==> config.mk <==
export PLATFORM = sky130hd
export DESIGN_NAME = seg_display_scheduler
export DESIGN_NICKNAME = d
export VERILOG_FILES = /design/src/rtl/seg_display_scheduler.sv
export SDC_FILE = /design/constraint.sdc
export NUM_CORES = 1
export LEC_CHECK = 0
export BUFFER_PORTS_ARGS = -buffer_cell sky130_fd_sc_hd__buf_4
export CORE_AREA = 2 2 89 91
export DETAILED_ROUTE_END_ITERATION = 8
export DIE_AREA = 0 0 91 93
export MAX_ROUTING_LAYER = met4
export PLACE_DENSITY = 0.66
export SKIP_LAST_GASP = 1
export SYNTH_ARGS = -nofsm -noshare
export SYNTH_HDL_FRONTEND = slang
export SYNTH_SLANG_ARGS = --single-unit
export TNS_END_PERCENT = 1
==> constraint.sdc <==
create_clock -name clk -period 4.2 [get_ports clk]
set_input_delay 0.21 -clock clk [delete_from_list [all_inputs] [get_ports clk]]
set_output_delay 0.21 -clock clk [all_outputs]
set_load 0.05 [all_outputs]
==> src/rtl/seg_display_scheduler.sv <==
// seg_display_scheduler
//   Time-shares the 4-digit 7-seg display between N_SRC requesters.
//   Round-robin arbitration, each grant held for DWELL_CYCLES while others
//   wait; a lone requester keeps the display indefinitely. Outputs are the
//   digit/dot nibbles feeding the quad-digit mux (no segment timing here).
//
//   Optional feature macro: SEG_BLANK_GAP_EN
//     defined   -> GAP_CYCLES blank cycles between different owners
//     undefined -> back-to-back hand-over, no GAP state/counter
//
// Ports
//   clk       in   system clock, posedge
//   reset     in   synchronous, active-high
//   req       in   [N_SRC-1:0] level request per source
//   src_data  in   [16*N_SRC-1:0] source i digits at [16i+15:16i], nibble 3 leftmost
//   src_dots  in   [4*N_SRC-1:0]  source i dots at [4i+3:4i], bit 3 leftmost
//   gnt       out  [N_SRC-1:0] one-hot registered grant, 0 when nothing shown
//   active    out  a source owns the display
//   num3..0   out  [3:0] hex digits, num3 leftmost
//   dot_out   out  [3:0] decimal points, active-high, [3] leftmost
module seg_display_scheduler #(
   parameter int N_SRC        = 4,
   parameter int DWELL_CYCLES = 100_000_000,
   parameter int GAP_CYCLES   = 5_000_000
) (
   input  logic                  clk,
   input  logic                  reset,
   input  logic [N_SRC-1:0]      req,
   input  logic [16*N_SRC-1:0]   src_data,
   input  logic [4*N_SRC-1:0]    src_dots,
   output logic [N_SRC-1:0]      gnt,
   output logic                  active,
   output logic [3:0]            num3,
   output logic [3:0]            num2,
   output logic [3:0]            num1,
   output logic [3:0]            num0,
   output logic [3:0]            dot_out
);

   localparam int IW = (N_SRC > 1) ? $clog2(N_SRC) : 1;
   localparam int CW = $clog2(DWELL_CYCLES + 1);
   localparam logic [N_SRC-1:0] ONE      = N_SRC'(1);
   localparam logic [CW-1:0]    CNT_LAST = CW'(DWELL_CYCLES - 1);

   if (N_SRC < 2 || N_SRC > 8 || DWELL_CYCLES < 1 || GAP_CYCLES < 1) begin : g_bad_param
      $error("seg_display_scheduler: parameter out of range");
   end

   typedef enum logic [1:0] {
      IDLE,
      SHOW
`ifdef SEG_BLANK_GAP_EN
      , GAP
`endif
   } state_t;

   state_t            state;
   logic [IW-1:0]     ptr;     // last winner; equals current owner while SHOW
   logic [CW-1:0]     cnt;
`ifdef SEG_BLANK_GAP_EN
   localparam int GW = $clog2(GAP_CYCLES + 1);
   localparam logic [GW-1:0] GAP_LAST = GW'(GAP_CYCLES - 1);
   logic [GW-1:0]     gcnt;
   logic              go_gap;
`endif

   // Round-robin search starting after ptr; ptr itself is checked last.
   logic              found;
   logic [IW-1:0]     win;
   logic [IW-1:0]     cand;
   always_comb begin
      found = 1'b0;
      win   = ptr;
      cand  = '0;
      for (int k = 1; k <= N_SRC; k++) begin
         cand = IW'((int'(ptr) + k) % N_SRC);
         if (!found && req[cand]) begin
            found = 1'b1;
            win   = cand;
         end
      end
   end

   logic others, expire, take, go_idle, keep, handover;
   assign others = |(req & ~(ONE << ptr));
   assign expire = (cnt == CNT_LAST);

   always_comb begin
      take     = 1'b0;
      go_idle  = 1'b0;
      keep     = 1'b0;
      handover = 1'b0;
      case (state)
         IDLE: take = found;
         SHOW: begin
            // A drop wins over a coinciding expiry.
            if (!req[ptr]) begin
               if (found) handover = 1'b1;
               else       go_idle  = 1'b1;
            end else if (expire) begin
               if (others) handover = 1'b1;
               else        keep     = 1'b1;
            end
         end
`ifdef SEG_BLANK_GAP_EN
         GAP: begin
            if (gcnt == GAP_LAST) begin
               if (found) take    = 1'b1;
               else       go_idle = 1'b1;
            end
         end
`endif
         default: ;
      endcase
`ifdef SEG_BLANK_GAP_EN
      go_gap = handover;
`else
      take = take | handover;
`endif
   end

   // Source whose digits are latched this edge: the new winner on a grant,
   // otherwise the current owner (live data while SHOW).
   logic [IW-1:0] sel_idx;
   logic [15:0]   sel_data;
   logic [3:0]    sel_dots;
   assign sel_idx  = take ? win : ptr;
   assign sel_data = src_data[{sel_idx, 4'b0000} +: 16];
   assign sel_dots = src_dots[{sel_idx, 2'b00} +: 4];

   always_ff @(posedge clk) begin
      if (reset) begin
         state   <= IDLE;
         ptr     <= IW'(N_SRC - 1);
         cnt     <= '0;
         gnt     <= '0;
         active  <= 1'b0;
         {num3, num2, num1, num0} <= '0;
         dot_out <= '0;
`ifdef SEG_BLANK_GAP_EN
         gcnt    <= '0;
`endif
      end else if (take) begin
         state   <= SHOW;
         ptr     <= win;
         cnt     <= '0;
         gnt     <= ONE << win;
         active  <= 1'b1;
         {num3, num2, num1, num0} <= sel_data;
         dot_out <= sel_dots;
`ifdef SEG_BLANK_GAP_EN
      end else if (go_gap) begin
         state   <= GAP;
         gcnt    <= '0;
         cnt     <= '0;
         gnt     <= '0;
         active  <= 1'b0;
         {num3, num2, num1, num0} <= '0;
         dot_out <= '0;
`endif
      end else if (go_idle) begin
         state   <= IDLE;
         cnt     <= '0;
         gnt     <= '0;
         active  <= 1'b0;
         {num3, num2, num1, num0} <= '0;
         dot_out <= '0;
      end else if (state == SHOW) begin
         cnt     <= keep ? '0 : cnt + CW'(1);
         {num3, num2, num1, num0} <= sel_data;
         dot_out <= sel_dots;
`ifdef SEG_BLANK_GAP_EN
      end else if (state == GAP) begin
         gcnt    <= gcnt + GW'(1);
`endif
      end
   end

endmodule

==> results of run 1 <==
layout make-up:
class                   instances  area (um2)
clock inverters                 3        43.8
multi-input cells             237        1740
clock buffers                   5        68.8
repair buffers                114         868
fillers                       737        3580
inverters                       4        15.0
well taps                     102         128
flip-flops and latches         54        1080
cell families (layout without fill, tap and decap cells):
family                   count (synthesis)  in the layout  synth area share (%)
AND/OR/NAND/NOR                        124            124                  21.1
flip-flops                              54             54                  36.7
multiplexers                            48             48                  18.4
AO/OA/AOI/OAI                           35             35                  9.89
XOR/XNOR                                25             25                  7.43
buffers and inverters                   23            126                  4.33
adder cells (fa/ha/maj)                  5              5                  2.12
power groups by stage:
stage	Clock [mW]	Sequential [mW]	Combinational (mW)
floorplan	0	0.995	0.828
global placement	0	0.711	1.41
detailed placement	0	0.711	1.43
CTS	0.366	0.705	1.43
global route	0.390	0.717	1.53
finish	0.357	0.703	1.42
metal layers:
layer	vias to the layer above	wire [um]	share of wire [%]
met5	-	0	0
met4	0	101	1.4
met3	11	495	7.0
met2	92	3220	46
met1	1185	3230	46
li1	1333	-	-
metrics by stage:
step / utilization (%) / hold slack, ns
final: 52.4 / 0.132
after CTS: 52.4 / 0.127
after global routing: 52.4 / 0.130
after floorplan: - / 0.306
after global placement: 50.9 / 0.446
after detailed placement: 50.9 / 0.454
synthesized netlist by cell type (6+ instances only):
library cell / n
sky130_fd_sc_hd__dfxtp_1: 54
sky130_fd_sc_hd__mux2i_1: 43
sky130_fd_sc_hd__nand2_1: 36
sky130_fd_sc_hd__nor2_1: 31
sky130_fd_sc_hd__o221ai_1: 20
sky130_fd_sc_hd__xor2_1: 17
sky130_fd_sc_hd__nand3_1: 10
sky130_fd_sc_hd__clkbuf_1: 8
sky130_fd_sc_hd__xnor2_1: 8
sky130_fd_sc_hd__nand2b_1: 7
sky130_fd_sc_hd__nand4_1: 7
sky130_fd_sc_hd__and3_1: 6
sky130_fd_sc_hd__buf_2: 6
sky130_fd_sc_hd__nor2b_1: 6
worst paths after layout:
check	startpoint	endpoint	cells after the start	slack, ns
hold / removal	reset	state[0]	2	0.13
setup reg to reg	ptr[0]	num3[1]	10	0.68
setup / recovery	ptr[0]	num3[1]	10	0.68
hold reg to reg	gnt[1]	gnt[1]	2	0.47
state kept, by name, indices dropped and copies added, names as in the netlist:
register / flops
num3: 4
dot_out: 4
num2: 4
gnt: 4
num1: 4
ptr: 2
state: 1
num0: 4
cnt: 27
critical path: stages, from the launching register on:
cell and delay, ns:
sky130_fd_sc_hd__dfxtp_1 0.72, sky130_fd_sc_hd__inv_1 0.16, sky130_fd_sc_hd__ha_1 0.23, sky130_fd_sc_hd__nor2b_1 0.15, sky130_fd_sc_hd__o41ai_1 0.12, sky130_fd_sc_hd__or4_4 0.54, sky130_fd_sc_hd__a31oi_4 0.30, sky130_fd_sc_hd__mux2i_1 0.30
sky130_fd_sc_hd__nand2b_1 0.47, sky130_fd_sc_hd__buf_4 0.25, sky130_fd_sc_hd__o221ai_1 0.11
==> flow_summary.html, run 1 <==
<table>
<tr><th>Metric</th><th>Value</th></tr>
<tr><th colspan="2">Layout</th></tr>
<tr><td>Non-filler instance count after layout</td><td>519</td></tr>
<tr><td>Commonest non-fill, non-tap cells in the layout</td><td>sky130_fd_sc_hd__buf_4, sky130_fd_sc_hd__dfxtp_1, sky130_fd_sc_hd__mux2i_1, sky130_fd_sc_hd__nand2_1, sky130_fd_sc_hd__nor2_1</td></tr>
<tr><td>Final Cell Area</td><td>0.00395 mm2</td></tr>
<tr><td>Most frequent standard cell in the layout excluding fill and tap cells</td><td>sky130_fd_sc_hd__buf_4</td></tr>
<tr><td>Final antenna diode count</td><td>0</td></tr>
<tr><td>Layout-stage area growth over the synthesis result</td><td>34.0%</td></tr>
<tr><td>Layout net count</td><td>507</td></tr>
<tr><td>Fraction of layout cells with a size suffix above 1</td><td>31.7%</td></tr>
<tr><th colspan="2">Place</th></tr>
<tr><td>DP Area</td><td>0.00383 mm2</td></tr>
<tr><td>Placer congestion estimate</td><td>0.797</td></tr>
<tr><td>DP Cell Count</td><td>511</td></tr>
<tr><td>Setup slack after placement</td><td>0.713 ns</td></tr>
<tr><td>PortBufs</td><td>110</td></tr>
<tr><td>Final HPWL DP</td><td>5340 um</td></tr>
<tr><th colspan="2">CTS</th></tr>
<tr><td>Count of H-tree levels built during CTS</td><td>2</td></tr>
<tr><td>Number of buffers added to fix hold violations after cts</td><td>0</td></tr>
<tr><td>Cell at the root of the clock tree</td><td>sky130_fd_sc_hd__clkbuf_8</td></tr>
<tr><td>CTS tree</td><td>done</td></tr>
<tr><td>CTS sink cnt</td><td>54</td></tr>
<tr><td>Post-CTS setup-driven buffer insertion count</td><td>0</td></tr>
<tr><td>Deepest clock path buffer count</td><td>2</td></tr>
<tr><td>Post-CTS Resized</td><td>0</td></tr>
<tr><td>Clock buffer count from CTS</td><td>5</td></tr>
<tr><td>Worst-path clk slew</td><td>0.11 ns</td></tr>
<tr><td>Insertion delay to the later sink of the worst-skew pair</td><td>0.31 ns</td></tr>
<tr><th colspan="2">Synthesis</th></tr>
<tr><td>Synth top area cells</td><td>sky130_fd_sc_hd__dfxtp_1, sky130_fd_sc_hd__mux2i_1, sky130_fd_sc_hd__o221ai_1</td></tr>
<tr><td>Post-Synthesis Cells</td><td>314</td></tr>
<tr><td>Count of state elements after synthesis</td><td>54</td></tr>
<tr><td>Post-synth cell types</td><td>41</td></tr>
<tr><td>Synth Cell Area</td><td>0.00295 mm2</td></tr>
<tr><td>Mean post-synth cell area</td><td>9.38 um2</td></tr>
<tr><td>Synthesis Warnings</td><td>0</td></tr>
<tr><td>Share of flip-flops with an asynchronous set or reset after synthesis</td><td>0%</td></tr>
<tr><td>Share of the yosys chip area belonging to registers</td><td>36.7%</td></tr>
<tr><td>Number of enable flip-flop cells after synthesis</td><td>0</td></tr>
<tr><td>Syn_nets</td><td>405</td></tr>
<tr><td>Top cell type's share of synthesized area</td><td>36.7%</td></tr>
<tr><td>Yosys top cell by area</td><td>sky130_fd_sc_hd__dfxtp_1</td></tr>
<tr><td>Primary FF master, synth</td><td>sky130_fd_sc_hd__dfxtp_1</td></tr>
<tr><th colspan="2">Power and ir drop</th></tr>
<tr><td>Proportion of power drawn by flip-flops and latches</td><td>28.4%</td></tr>
<tr><td>Post-route total power</td><td>2.48 mW</td></tr>
<tr><td>Relative contribution of the clock network to total power</td><td>14.4%</td></tr>
<tr><td>Int Power</td><td>1.39 mW</td></tr>
<tr><td>Power per cell area</td><td>627 mW/mm2</td></tr>
<tr><td>Net switching component of the power</td><td>1.09 mW</td></tr>
<tr><td>Part of the total power dissipated in combinational logic</td><td>57.2%</td></tr>
<tr><td>Switching power share of the total</td><td>43.8%</td></tr>
<tr><td>Standby leakage power</td><td>1.70 nW</td></tr>
<tr><td>IR Drop Worst-Case VDD</td><td>0.356 mV</td></tr>
<tr><th colspan="2">Route</th></tr>
<tr><td>Wire length after detailed routing</td><td>7050 um</td></tr>
<tr><td>Routed len/inst</td><td>13.6 um</td></tr>
<tr><td>DR DRC count</td><td>0</td></tr>
<tr><td>First-iteration detailed-routing DRC count</td><td>98</td></tr>
<tr><td>Number of routed nets with antenna violations</td><td>0</td></tr>
<tr><td>Via count normalized by instance count</td><td>5.05</td></tr>
<tr><td>Overall via count from detail_route</td><td>2621</td></tr>
<tr><td>Total iterations of the first detailed-routing run</td><td>4</td></tr>
<tr><th colspan="2">GRT</th></tr>
<tr><td>Via count of the first global-routing pass</td><td>2509</td></tr>
<tr><td>Met3 Usage GRT</td><td>5.00%</td></tr>
<tr><td>Overall track demand over capacity in global routing</td><td>17.6%</td></tr>
<tr><td>Pin count of the biggest net entering global routing</td><td>42</td></tr>
<tr><td>Global routing met1 resource utilization</td><td>23.5%</td></tr>
<tr><td>Wire length of the first global-routing pass</td><td>11900 um</td></tr>
<tr><td>Overall overflow remaining after global route</td><td>0</td></tr>
<tr><td>Initial antenna violation count</td><td>0</td></tr>
<tr><td>Most congested layer reported by global routing</td><td>met2</td></tr>
<tr><td>Global routing met2 resource utilization</td><td>26.0%</td></tr>
<tr><th colspan="2">STA</th></tr>
<tr><td>Fin crit period</td><td>3.52 ns</td></tr>
<tr><td>Fmax</td><td>0.284 GHz</td></tr>
<tr><td>Worst slew slack as a fraction of its limit</td><td>37.4%</td></tr>
<tr><td>Final count of hold timing violations</td><td>0</td></tr>
<tr><td>Worst setup slack after layout</td><td>0.681 ns</td></tr>
<tr><td>Share of the clock period used by the worst path after layout</td><td>83.8%</td></tr>
<tr><td>Post-route setup TNS</td><td>0 ns</td></tr>
<tr><td>Transition time of the tightest slew-check pin</td><td>0.930 ns</td></tr>
<tr><td>Largest clock skew in the final design</td><td>0.0100 ns</td></tr>
<tr><td>Setup repair after global routing missed its margin</td><td>no</td></tr>
<tr><td>Setup-failing EPs final</td><td>0</td></tr>
<tr><td>Number of pins exceeding their max-slew limit in the final report</td><td>0</td></tr>
<tr><th colspan="2">Floorplan</th></tr>
<tr><td>Die area</td><td>0.00846 mm2</td></tr>
<tr><td>Horizontal die dimension</td><td>91 um</td></tr>
<tr><td>Num ports</td><td>111</td></tr>
<tr><td>Die outline height</td><td>93 um</td></tr>
<tr><td>Starting Density</td><td>39.1%</td></tr>
<tr><td>Placeable Area</td><td>0.00753 mm2</td></tr>
<tr><td>Row count</td><td>32</td></tr>
<tr><th colspan="2">Job</th></tr>
<tr><td>Number of max-cap violations</td><td>0</td></tr>
<tr><th colspan="2">Critical path</th></tr>
<tr><td>Data arrival at the endpoint of the critical path</td><td>3.69 ns</td></tr>
<tr><td>Largest fanout on the critical path</td><td>15</td></tr>
<tr><td>Sort of element at the start of the critical path</td><td>register</td></tr>
<tr><td>CP Data Required Time</td><td>4.37 ns</td></tr>
<tr><td>Kind of end point of the critical path</td><td>register</td></tr>
<tr><td>Crit Path Category</td><td>reg -&gt; reg</td></tr>
<tr><th colspan="2">Min path</th></tr>
<tr><td>Class of the worst hold path</td><td>in -&gt; reg</td></tr>
<tr><th colspan="2">Status</th></tr>
<tr><td>Status</td><td>finished, final reports clean</td></tr>
</table>
Power figures use the tool's default switching activity.
==> run 2, diff against run 1 <==
ABC_AREA = 1   (was not set)
CORE_AREA = 2 2 96 98   (was 2 2 89 91)
DIE_AREA = 0 0 98 100   (was 0 0 91 93)
PLACE_DENSITY = 0.64   (was 0.66)
clock period = 3.7 ns   (was 4.2 ns; I/O delays follow)
==> flow_summary.html, run 2 <==
<table>
<tr><th>Metric</th><th>Value</th></tr>
<tr><th colspan="2">Layout</th></tr>
<tr><td>Fraction of layout cells with a size suffix above 1</td><td>23.1%</td></tr>
<tr><td>Layout-stage area growth over the synthesis result</td><td>28.3%</td></tr>
<tr><td>Biggest register</td><td>cnt</td></tr>
<tr><td>Final antenna diode count</td><td>0</td></tr>
<tr><td>Flip-flop count of the largest register after layout</td><td>27</td></tr>
<tr><td>Fill cell count</td><td>948</td></tr>
<tr><td>Layout net count</td><td>732</td></tr>
<tr><td>Non-filler instance count after layout</td><td>753</td></tr>
<tr><td>Most frequent standard cell in the layout excluding fill and tap cells</td><td>sky130_fd_sc_hd__nand2_1</td></tr>
<tr><td>Multi-input logic area</td><td>0.00201 mm2</td></tr>
<tr><td>Commonest non-fill, non-tap cells in the layout</td><td>sky130_fd_sc_hd__nand2_1, sky130_fd_sc_hd__buf_4, sky130_fd_sc_hd__nand3_1, sky130_fd_sc_hd__nor2_1, sky130_fd_sc_hd__dfxtp_1</td></tr>
<tr><td>Reg area</td><td>0.00108 mm2</td></tr>
<tr><th colspan="2">GRT</th></tr>
<tr><td>Overall track demand over capacity in global routing</td><td>20.5%</td></tr>
<tr><td>Overall overflow remaining after global route</td><td>0</td></tr>
<tr><td>Most congested layer reported by global routing</td><td>met2</td></tr>
<tr><td>Via count of the first global-routing pass</td><td>3519</td></tr>
<tr><td>Initial antenna violation count</td><td>0</td></tr>
<tr><td>Global routing met1 resource utilization</td><td>23.6%</td></tr>
<tr><td>Global routing met2 resource utilization</td><td>36.7%</td></tr>
<tr><td>Pin count of the biggest net entering global routing</td><td>43</td></tr>
<tr><td>Wire length of the first global-routing pass</td><td>16200 um</td></tr>
<tr><td>Met3 Usage GRT</td><td>3.41%</td></tr>
<tr><th colspan="2">STA</th></tr>
<tr><td>Setup-failing EPs final</td><td>0</td></tr>
<tr><td>Largest clock skew in the final design</td><td>0.00967 ns</td></tr>
<tr><td>Share of the clock period used by the worst path after layout</td><td>82.5%</td></tr>
<tr><td>Setup repair after global routing missed its margin</td><td>no</td></tr>
<tr><td>Worst hold slack across all endpoints</td><td>0.108 ns</td></tr>
<tr><td>Fmax</td><td>0.328 GHz</td></tr>
<tr><td>Worst slew slack as a fraction of its limit</td><td>56.8%</td></tr>
<tr><td>Fin crit period</td><td>3.05 ns</td></tr>
<tr><td>Post-route setup TNS</td><td>0 ns</td></tr>
<tr><td>Number of pins exceeding their max-slew limit in the final report</td><td>0</td></tr>
<tr><td>Worst setup slack after layout</td><td>0.647 ns</td></tr>
<tr><td>Final count of hold timing violations</td><td>0</td></tr>
<tr><td>Transition time of the tightest slew-check pin</td><td>0.648 ns</td></tr>
<tr><th colspan="2">Synthesis</th></tr>
<tr><td>Synth Cell Area</td><td>0.00342 mm2</td></tr>
<tr><td>Synthesis Warnings</td><td>0</td></tr>
<tr><td>Share of the yosys chip area belonging to registers</td><td>31.6%</td></tr>
<tr><td>Number of enable flip-flop cells after synthesis</td><td>0</td></tr>
<tr><td>Synth top area cells</td><td>sky130_fd_sc_hd__dfxtp_1, sky130_fd_sc_hd__nand2_1, sky130_fd_sc_hd__nand3_1</td></tr>
<tr><td>Mean post-synth cell area</td><td>6.33 um2</td></tr>
<tr><td>Post-synth cell types</td><td>38</td></tr>
<tr><td>Post-Synthesis Cells</td><td>540</td></tr>
<tr><td>Primary FF master, synth</td><td>sky130_fd_sc_hd__dfxtp_1</td></tr>
<tr><td>Top cell type's share of synthesized area</td><td>31.6%</td></tr>
<tr><td>Yosys top cell by area</td><td>sky130_fd_sc_hd__dfxtp_1</td></tr>
<tr><td>Syn_nets</td><td>631</td></tr>
<tr><td>Synth cell count leaders</td><td>sky130_fd_sc_hd__nand2_1, sky130_fd_sc_hd__nand3_1, sky130_fd_sc_hd__nor2_1</td></tr>
<tr><td>Share of flip-flops with an asynchronous set or reset after synthesis</td><td>0%</td></tr>
<tr><td>Most common cell in the netlist</td><td>sky130_fd_sc_hd__nand2_1</td></tr>
<tr><td>Count of state elements after synthesis</td><td>54</td></tr>
<tr><th colspan="2">CTS</th></tr>
<tr><td>Worst-path clk slew</td><td>0.10 ns</td></tr>
<tr><td>Count of H-tree levels built during CTS</td><td>2</td></tr>
<tr><td>Clock buffer count from CTS</td><td>5</td></tr>
<tr><td>Number of buffers added to fix hold violations after cts</td><td>0</td></tr>
<tr><td>Cell at the root of the clock tree</td><td>sky130_fd_sc_hd__clkbuf_8</td></tr>
<tr><td>Post-CTS setup-driven buffer insertion count</td><td>0</td></tr>
<tr><td>CTS tree</td><td>done</td></tr>
<tr><td>CTS sink cnt</td><td>54</td></tr>
<tr><td>Insertion delay to the later sink of the worst-skew pair</td><td>0.32 ns</td></tr>
<tr><td>Post-CTS Resized</td><td>0</td></tr>
<tr><td>Deepest clock path buffer count</td><td>2</td></tr>
<tr><th colspan="2">Power and ir drop</th></tr>
<tr><td>Power per cell area</td><td>780 mW/mm2</td></tr>
<tr><td>IR Drop Worst-Case VDD</td><td>0.631 mV</td></tr>
<tr><td>Standby leakage power</td><td>2.08 nW</td></tr>
<tr><td>Post-route total power</td><td>3.42 mW</td></tr>
<tr><th colspan="2">Critical path</th></tr>
<tr><td>Largest fanout on the critical path</td><td>42</td></tr>
<tr><td>Worst r2r src</td><td>ptr[0]</td></tr>
<tr><td>Data arrival at the endpoint of the critical path</td><td>3.31 ns</td></tr>
<tr><td>Kind of end point of the critical path</td><td>register</td></tr>
<tr><td>Crit path from</td><td>ptr[0]</td></tr>
<tr><td>Crit Path Category</td><td>reg -&gt; reg</td></tr>
<tr><td>CP Data Required Time</td><td>3.96 ns</td></tr>
<tr><td>Reg2Reg Depth</td><td>15</td></tr>
<tr><td>Sort of element at the start of the critical path</td><td>register</td></tr>
<tr><th colspan="2">Route</th></tr>
<tr><td>DR DRC count</td><td>0</td></tr>
<tr><td>Overall via count from detail_route</td><td>3757</td></tr>
<tr><td>First-iteration detailed-routing DRC count</td><td>124</td></tr>
<tr><td>Wire length after detailed routing</td><td>9890 um</td></tr>
<tr><td>Via count normalized by instance count</td><td>4.99</td></tr>
<tr><td>Total iterations of the first detailed-routing run</td><td>4</td></tr>
<tr><td>Routed len/inst</td><td>13.1 um</td></tr>
<tr><td>Number of routed nets with antenna violations</td><td>0</td></tr>
<tr><th colspan="2">Floorplan</th></tr>
<tr><td>Row count</td><td>35</td></tr>
<tr><td>Die area</td><td>0.00980 mm2</td></tr>
<tr><td>Num ports</td><td>111</td></tr>
<tr><td>Horizontal die dimension</td><td>98 um</td></tr>
<tr><td>Starting Density</td><td>38.4%</td></tr>
<tr><td>Die outline height</td><td>100 um</td></tr>
<tr><td>Placeable Area</td><td>0.00889 mm2</td></tr>
<tr><th colspan="2">Min path</th></tr>
<tr><td>Number of cells on the worst hold path</td><td>2</td></tr>
<tr><td>Class of the worst hold path</td><td>in -&gt; reg</td></tr>
<tr><td>Origin of the worst min-delay path</td><td>reset</td></tr>
<tr><th colspan="2">Place</th></tr>
<tr><td>PortBufs</td><td>110</td></tr>
<tr><td>DP Cell Count</td><td>745</td></tr>
<tr><td>Placer congestion estimate</td><td>0.913</td></tr>
<tr><td>Setup slack after placement</td><td>0.660 ns</td></tr>
<tr><td>Final HPWL DP</td><td>7570 um</td></tr>
<tr><th colspan="2">Status</th></tr>
<tr><td>Status</td><td>finished, final reports clean</td></tr>
<tr><th colspan="2">Job</th></tr>
<tr><td>Number of max-cap violations</td><td>0</td></tr>
</table>
==> run 2: worst max-delay path, stage by stage (launching register included) <==
cell                      delay (ns)
sky130_fd_sc_hd__dfxtp_1        0.66
sky130_fd_sc_hd__inv_8          0.10
sky130_fd_sc_hd__ha_1           0.37
sky130_fd_sc_hd__inv_1          0.15
sky130_fd_sc_hd__nand3_2        0.12
sky130_fd_sc_hd__nand2_2        0.09
sky130_fd_sc_hd__inv_2          0.07
sky130_fd_sc_hd__nand4_4        0.12
sky130_fd_sc_hd__nand3_4        0.14
sky130_fd_sc_hd__nand2_4        0.25
sky130_fd_sc_hd__nand2_4        0.31
sky130_fd_sc_hd__inv_4          0.29
sky130_fd_sc_hd__nand2_1        0.09
sky130_fd_sc_hd__nand3_1        0.08
sky130_fd_sc_hd__nand3_1        0.07
sky130_fd_sc_hd__nand2_1        0.09
==> run 2: routing by layer <==
layer  share of wire, %  routed length [um]
met5                  0                   0
met4                2.3                 226
met3                5.2                 518
met2                 50                4920
met1                 43                4230
==> run 2: through the flow <==
stage / utilization, % / area [um2]
6_report: 49.3 / 4380
5_1_grt: 49.3 / 4380
4_1_cts: 49.3 / 4380
3_5_place_dp: 48.2 / 4290
3_3_place_gp: 48.2 / 4290
2_1_floorplan: - / 3420
==> run 2: area by class of cell <==
type / instances / area share (%)
repair buffers: 114 / 19.5
clock inverters: 3 / 0.656
multi-input cells: 415 / 45.8
well taps: 111 / 3.17
inverters: 51 / 4.59
flip-flops and latches: 54 / 24.7
clock buffers: 5 / 1.57
==> run 2: path summary, 6_finish.rpt <==
check	to	slack, ns
worst max-delay path	dot_out[0]	0.65
worst min-delay path	gnt[1]	0.11
worst max register to register	dot_out[0]	0.65
worst min register to register	num2[0]	0.46
==> run 2: cells by family after synthesis <==
logic type / synth area share [%]
and+or+nand+nor: 49.7
buffers and inverters: 9.56
DFF: 31.6
AOI/OAI and AO/OA: 4.21
xor gates and xnor gates: 3.08
adders and majority gates: 1.83
==> run 2: report_power, final <==
group          switching [mW]  internal [mW]  total [mW]
sequential             0.0892          0.707       0.796
clock                   0.214          0.142       0.356
combinational            1.56          0.708        2.27
total                    1.86           1.56        3.42
